<file path="src/rtl/cond_flag_unit.sv">
// Branch condition unit: architectural NZCV register with EX forwarding,
// registered one-cycle branch decision and saturating taken/not-taken counters.
module cond_flag_unit #(
  parameter int unsigned CNT_W = 16
) (
  input  logic             clk,
  input  logic             reset,
  input  logic             stall,
  input  logic             flush,
  input  logic             ex_valid,
  input  logic             ex_set_flags,
  input  logic             ex_negative,
  input  logic             ex_zero,
  input  logic             ex_overflow,
  input  logic             ex_carry_out,
  input  logic             br_valid,
  input  logic [1:0]       br_type,
  input  logic [3:0]       br_cond,
  input  logic             br_reg_zero,
  output logic             br_taken,
  output logic             br_done,
  output logic [3:0]       flags_q,
  output logic [CNT_W-1:0] taken_cnt,
  output logic [CNT_W-1:0] nottaken_cnt
);

  typedef enum logic [1:0] {
    BR_B    = 2'b00,
    BR_COND = 2'b01,
    BR_CBZ  = 2'b10,
    BR_CBNZ = 2'b11
  } br_type_e;

  typedef enum logic [3:0] {
    CC_EQ, CC_NE, CC_HS, CC_LO, CC_MI, CC_PL, CC_VS, CC_VC,
    CC_HI, CC_LS, CC_GE, CC_LT, CC_GT, CC_LE, CC_AL, CC_NV
  } cond_e;

  logic [3:0]       flags_d;
  logic             br_taken_q, br_taken_d;
  logic             br_done_q, br_done_d;
  logic [CNT_W-1:0] taken_cnt_q, taken_cnt_d;
  logic [CNT_W-1:0] nottaken_cnt_q, nottaken_cnt_d;

  logic [3:0] ex_flags;
  logic [3:0] eff_flags;
  logic       eff_n, eff_z, eff_c, eff_v;
  logic       ex_flag_wr;
  logic       cond_pass;
  logic       decision;
  logic       accept;

  assign ex_flags   = {ex_negative, ex_zero, ex_carry_out, ex_overflow};
  assign ex_flag_wr = ex_valid & ex_set_flags;
  // Forward the EX result so a B.cond right behind ADDS/SUBS needs no bubble.
  assign eff_flags  = ex_flag_wr ? ex_flags : flags_q;
  assign {eff_n, eff_z, eff_c, eff_v} = eff_flags;
  assign accept     = br_valid & ~stall & ~flush;

  always_comb begin
    cond_pass = 1'b0;
    case (cond_e'(br_cond))
      CC_EQ: cond_pass = eff_z;
      CC_NE: cond_pass = ~eff_z;
      CC_HS: cond_pass = eff_c;
      CC_LO: cond_pass = ~eff_c;
      CC_MI: cond_pass = eff_n;
      CC_PL: cond_pass = ~eff_n;
      CC_VS: cond_pass = eff_v;
      CC_VC: cond_pass = ~eff_v;
      CC_HI: cond_pass = eff_c & ~eff_z;
      CC_LS: cond_pass = ~(eff_c & ~eff_z);
      CC_GE: cond_pass = (eff_n == eff_v);
      CC_LT: cond_pass = (eff_n != eff_v);
      CC_GT: cond_pass = ~eff_z & (eff_n == eff_v);
      CC_LE: cond_pass = ~(~eff_z & (eff_n == eff_v));
      CC_AL: cond_pass = 1'b1;
      CC_NV: cond_pass = 1'b1;
      default: cond_pass = 1'b0;
    endcase
  end

  always_comb begin
    decision = 1'b0;
    case (br_type_e'(br_type))
      BR_B:    decision = 1'b1;
      BR_COND: decision = cond_pass;
      BR_CBZ:  decision = br_reg_zero;
      BR_CBNZ: decision = ~br_reg_zero;
      default: decision = 1'b0;
    endcase
  end

  always_comb begin
    flags_d        = flags_q;
    br_done_d      = br_done_q;
    br_taken_d     = br_taken_q;
    taken_cnt_d    = taken_cnt_q;
    nottaken_cnt_d = nottaken_cnt_q;
    // Flush only kills the branch; the EX flag write has already committed.
    if (ex_flag_wr && !stall) begin
      flags_d = ex_flags;
    end
    if (!stall) begin
      br_done_d  = accept;
      br_taken_d = accept & decision;
    end
    if (accept) begin
      if (decision) begin
        if (taken_cnt_q != '1) taken_cnt_d = taken_cnt_q + CNT_W'(1);
      end else begin
        if (nottaken_cnt_q != '1) nottaken_cnt_d = nottaken_cnt_q + CNT_W'(1);
      end
    end
  end

  always_ff @(posedge clk or posedge reset) begin
    if (reset) begin
      flags_q        <= '0;
      br_done_q      <= 1'b0;
      br_taken_q     <= 1'b0;
      taken_cnt_q    <= '0;
      nottaken_cnt_q <= '0;
    end else begin
      flags_q        <= flags_d;
      br_done_q      <= br_done_d;
      br_taken_q     <= br_taken_d;
      taken_cnt_q    <= taken_cnt_d;
      nottaken_cnt_q <= nottaken_cnt_d;
    end
  end

  assign br_done      = br_done_q;
  assign br_taken     = br_taken_q;
  assign taken_cnt    = taken_cnt_q;
  assign nottaken_cnt = nottaken_cnt_q;

endmodule

</file>
<file path="config.mk">
export PLATFORM = sky130hd
export DESIGN_NAME = cond_flag_unit
export DESIGN_NICKNAME = d
export VERILOG_FILES = /design/src/rtl/cond_flag_unit.sv
export SDC_FILE = /design/constraint.sdc
export NUM_CORES = 1
export LEC_CHECK = 0
export BUFFER_PORTS_ARGS = -buffer_cell sky130_fd_sc_hd__buf_2
export CORE_ASPECT_RATIO = 0.5
export CORE_MARGIN = 4
export CORE_UTILIZATION = 53
export CTS_CLUSTER_DIAMETER = 120
export DETAILED_ROUTE_END_ITERATION = 10
export PLACE_DENSITY = 0.78
export SYNTH_ARGS = -nofsm -noshare
export SYNTH_HDL_FRONTEND = slang
export SYNTH_SLANG_ARGS = --single-unit
export TNS_END_PERCENT = 20
</file>
<file path="constraint.sdc">
create_clock -name clk -period 2.7 [get_ports clk]
set_input_delay 0.54 -clock clk [delete_from_list [all_inputs] [get_ports clk]]
set_output_delay 0.54 -clock clk [all_outputs]
set_load 0.01 [all_outputs]
</file>
# After elaboration in Yosys (flattened, before gate mapping)
# Cells that the tools add are included.
# totals
regBits	38
inputBits	18
output_inout_bits	38
elab_cells	55
# classes
addsub	2
eq_ne	22
muxes	3
bitwise	16
n_reduce_logical	7
# op_table
op	count
adder 16 x 1 -> 16 bit (second input constant)	2
== test 4 bit (second input constant)	8
!= test 16 bit (second input constant)	2
== test 4 x 3 -> 1 bit (second input constant)	4
one-hot mux 1 bit (15 select lines)	1
NOT 1 bit	10
== test 4 x 2 -> 1 bit (second input constant)	2
AND 1 bit	6
AND reduction 3 bit	2
== test 2 bit (second input constant)	2
== test 4 x 1 -> 1 bit (second input constant)	1
logical NOT 4 bit	1
2-to-1 mux 4 bit	1
one-hot mux 1 bit (4 select lines)	1
== test 2 x 1 -> 1 bit (second input constant)	1
logical NOT 2 bit	1
OR reduction 2 bit	1
== test 1 bit	1
logical AND 1 bit	1
logical NOT 1 bit	1
!= test 1 bit	1

# Depth between registers and ports, before layout
# depth
depth_word	9
depth_mapped	10
depth_no_buf	7

# Least setup slack after synthesis
# Ideal clock, no wire load.
# synth_timing
kind	input-to-reg
startpoint	in br_cond[0]
endpoint	reg taken_cnt_q[1], in the netlist taken_cnt[1]
setup_ps	128
arrival_time_ps	2297
required_time_ps	2572
slack_ps	276
cell_stages	9
path_buffers	2
path_cell_list	buf_2 -> and4b_1 -> nand3_1 -> nand3_1 -> or4_4 -> o31ai_4 -> buf_6 -> nor2_1 -> mux2_1
# synth_between
elab_chain_len	5
elab_cells_between_ends	20
cone_classes	15 x eq/ne; 2 x mux; 3 x reduce/logical
# synth_lines
item	line_no	rtl
start, declared	18	input logic [3:0] br_cond,
== test 4 bit	62	case (cond_e'(br_cond))
OR reduction 2 bit (no source line)	n/a	
one-hot mux 1 bit (15 select lines) (*)	62	
one-hot mux 1 bit (4 select lines) (*)	85	case (br_type_e'(br_type))
AND reduction 3 bit (no source line) (*)	n/a	
end signal, assigned	128	taken_cnt_q <= taken_cnt_d;
end, declared	42	logic [CNT_W-1:0] taken_cnt_q, taken_cnt_d;
# Mark *: on every way between the ends. The rest lies on a longest branch, timed or not.
# A chain may end at the register's enable or synchronous reset.

# Worst setup path after layout
# layout_timing
startpoint	reg flags_q[3]
endpoint	reg taken_cnt_q[14], in the netlist taken_cnt[14]
# layout_between
elab_chain_len	7
elab_cells_between_ends	9
cone_classes	2 x eq/ne; 3 x mux; 3 x bitwise; 1 x reduce/logical
# layout_lines
item	line_no	rtl
start, declared	22	output logic [3:0] flags_q,
start signal, assigned	125	flags_q <= flags_d;
2-to-1 mux 4 bit (*)	56	assign eff_flags = ex_flag_wr ? ex_flags : flags_q;
== test 1 bit	73, 75, 76	
AND 1 bit	75, 76	
NOT 1 bit	76	CC_LE: cond_pass = ~(~eff_z & (eff_n == eff_v));
one-hot mux 1 bit (15 select lines) (*)	62	
one-hot mux 1 bit (4 select lines) (*)	85	
AND reduction 3 bit (no source line) (*)	n/a	
# Marks and branches as above.

==> out/metrics.yaml <==
post-route-drc-count: 0
relSlewSlack_pct: 68.3
peakVddDrop_mv: 0.361
postRouteAntennaNets: 0
total_leakage_power_nw: 1.32
antenna_found_initial: 0
ios: 56
nets: 292
power.total_mw: 1.46
ys_async_sr_fraction_pct: 100
yosysTopAreaCellShare_pct: 44.2
die_h_um: 53.0
cp.depth: 8
fin_cells: 327
n_antenna_cell: 0
postCtsSetupBuffers: 0
status: "finished clean"
overflow: 0
hold_viol_final: 0
finalSetupViolCount: 0
worstMarginPinSlew_ns: 0.475
hold_buffers: 0
hold_path_class: "input pin to async pin"
tns_ns: 0
synth_common_cells: "dfrtp_1, nand3_1, xnor2_1"
portBuffers: 55
synth_edf_count: 0
totalWireLength_um: 4630
ys_ff_latch: 38
fin_crit_sh_pct: 88.9
cts-resized-gates: 0
yosysSeqAreaShare_pct: 44.2
cts-root-buf: "clkbuf_8"
cp_cell_sequence: "xnor2_1, mux2i_1, xor2_1, o32ai_1, o31ai_4, buf_12, nor4_1, mux2_1"
cts_buffers: 5
routedWlPerCell_um: 14.2
postPlaceCellArea_mm2: 0.00250
ys.flop_type: "dfrtp_1"
vias: 1811
drive_gt1_share_pct: 28.6
dp.cells: 319
dieArea_mm2: 0.00520
synthToLayoutAreaGrowth_pct: 20.5
place_congestion: 0.836
drtIter0Drc: 88
via_per_inst: 5.54
dpl.hpwl_um: 3430
critPathTopFamily: "compound AO/OA/AOI/OAI gates"
start_kind: "register"
track_usage_pct: 19.1
fillCellCount: 315
htreeDepth: 2
path_buf_inv: 1
endpoint_kind: "register"
final_area_mm2: 0.00259
grt_max_degree: 39
rows: 16
max_freq_mhz: 417
min_period_ns: 2.40
cts_buffer_depth: 2
fp.dieW_um: 98.1
synthesis.area_mm2: 0.00215
synth_warnings: 0
synth_cell_types: 46
synth_nets: 234
synth_area_leader_cell: "dfrtp_1"
cp_max_fo: 25
hold_ws_ns: 0.348
cp_slowest_cell: "o32ai_1"
clock_sinks: 38
fin_skew_ns: 0.0122
first_pass_iters: 6
post_synth.cell_area_avg_um2: 10.1
clkLatencyLatePin_ns: 0.30
syn_inst: 214
cp.required_ns: 2.88
fp.coreArea_mm2: 0.00390
rsz0062_at_grt: "false"
cts_tree: "yes"
grt_pass1_vias: 1746
start_util_pct: 55.1
grt_pass1_wl_um: 7940
slew_viol_final: 0
synth.most_common_cell: "dfrtp_1"
max_stage_delay_ns: 0.43
p_per_area_mw_per_mm2: 565
worstPathArrival_ns: 2.58
path_class: "register to register"
clk_pin_slew_worst_paths_ns: 0.08
maxCapViolCount: 0
yosys-top-cells-area: "dfrtp_1, xnor2_1, xor2_1"
ff2ff_path_depth: 8
## flip-flops by register name (all words and copies together), names as in the netlist
signal,flops
nottaken_cnt,16
br_taken,1
br_done,1
taken_cnt,16
flags_q,4
## final cells by class
cell class / count / area [um^2] / area share [%]
tap: 54 / 67.6 / 2.61
timing repair buffer: 62 / 340 / 13.1
multi-input combinational: 161 / 1120 / 43.3
sequential: 38 / 951 / 36.7
inverter: 4 / 15.0 / 0.579
clock inverter: 2 / 12.5 / 0.483
clock buffer: 6 / 82.6 / 3.19
## cell families (layout without fill, tap and decap cells)
group	after synthesis	count (layout)	synth area share, %
simple gates	100	100	26.6
flops	38	38	44.2
xor+xnor	33	33	13.4
compound gates	17	17	6.40
buf+inv	15	74	3.61
mux	9	9	4.60
fa+ha+maj	2	2	1.16
## power breakdown
part           internal [mW]  switching [mW]  total, mW
Clock                  0.205           0.204      0.410
Sequential             0.631          0.0730      0.704
Combinational          0.157           0.192      0.349
Total                  0.994           0.469       1.46
## cell usage in the layout (no fill, tap or decap), drive strengths merged, types with 2 or more instances in the layout
master  Yosys  routed
a31oi       2       2
and4b       2       2
inv         4       4
o31ai       2       2
nand4       9       9
and2        2       2
and3       15      15
nor3        9       9
mux2i       2       2
mux2        7       7
nand3b      4       4
ha          2       2
o21ai       4       4
nand2      17      17
xor2       14      14
nor4        7       7
xnor2      19      19
nor2        6       6
buf         7      62
a21boi      3       3
dfrtp      38      38
nand3      19      19
clkbuf      4       6
## metrics by stage
step / setup slack (ns) / utilization [%]
after CTS: 0.300 / 66.4
after global placement: 0.0663 / 63.9
after global routing: 0.166 / 66.4
final: 0.299 / 66.4
after detailed placement: 0.0254 / 63.9
after floorplan: 0.276 / -
## tightest hold or removal path, cell delays in order
cell	delay [ns]
buf_2	0.10
inv_1	0.04
buf_4	0.40
## final timing paths
path / startpoint / to / slack [ns]
worst max-delay path: flags_q[3] / taken_cnt[14] / 0.30
worst min-delay path: reset / nottaken_cnt[15] / 0.35
worst max register to register: flags_q[3] / taken_cnt[14] / 0.30
worst min register to register: br_done / br_done / 0.48
max in group asynchronous: reset / nottaken_cnt[8] / 2.00
min in group clk: br_done / br_done / 0.48
## layer usage
| layer | global-route usage (%) | part of all wire, % | wire length, um | vias to the layer above |
|---|---|---|---|---|
| li1 | - | - | - | 888 |
| met3 | 4.74 | 5.1 | 236 | 8 |
| met2 | 34.8 | 49 | 2260 | 38 |
| met1 | 22.8 | 45 | 2070 | 877 |
| met5 | 0 | 0 | 0 | - |
| met4 | 6.21 | 1.4 | 66 | 0 |
(Power assumes the default switching activity.)
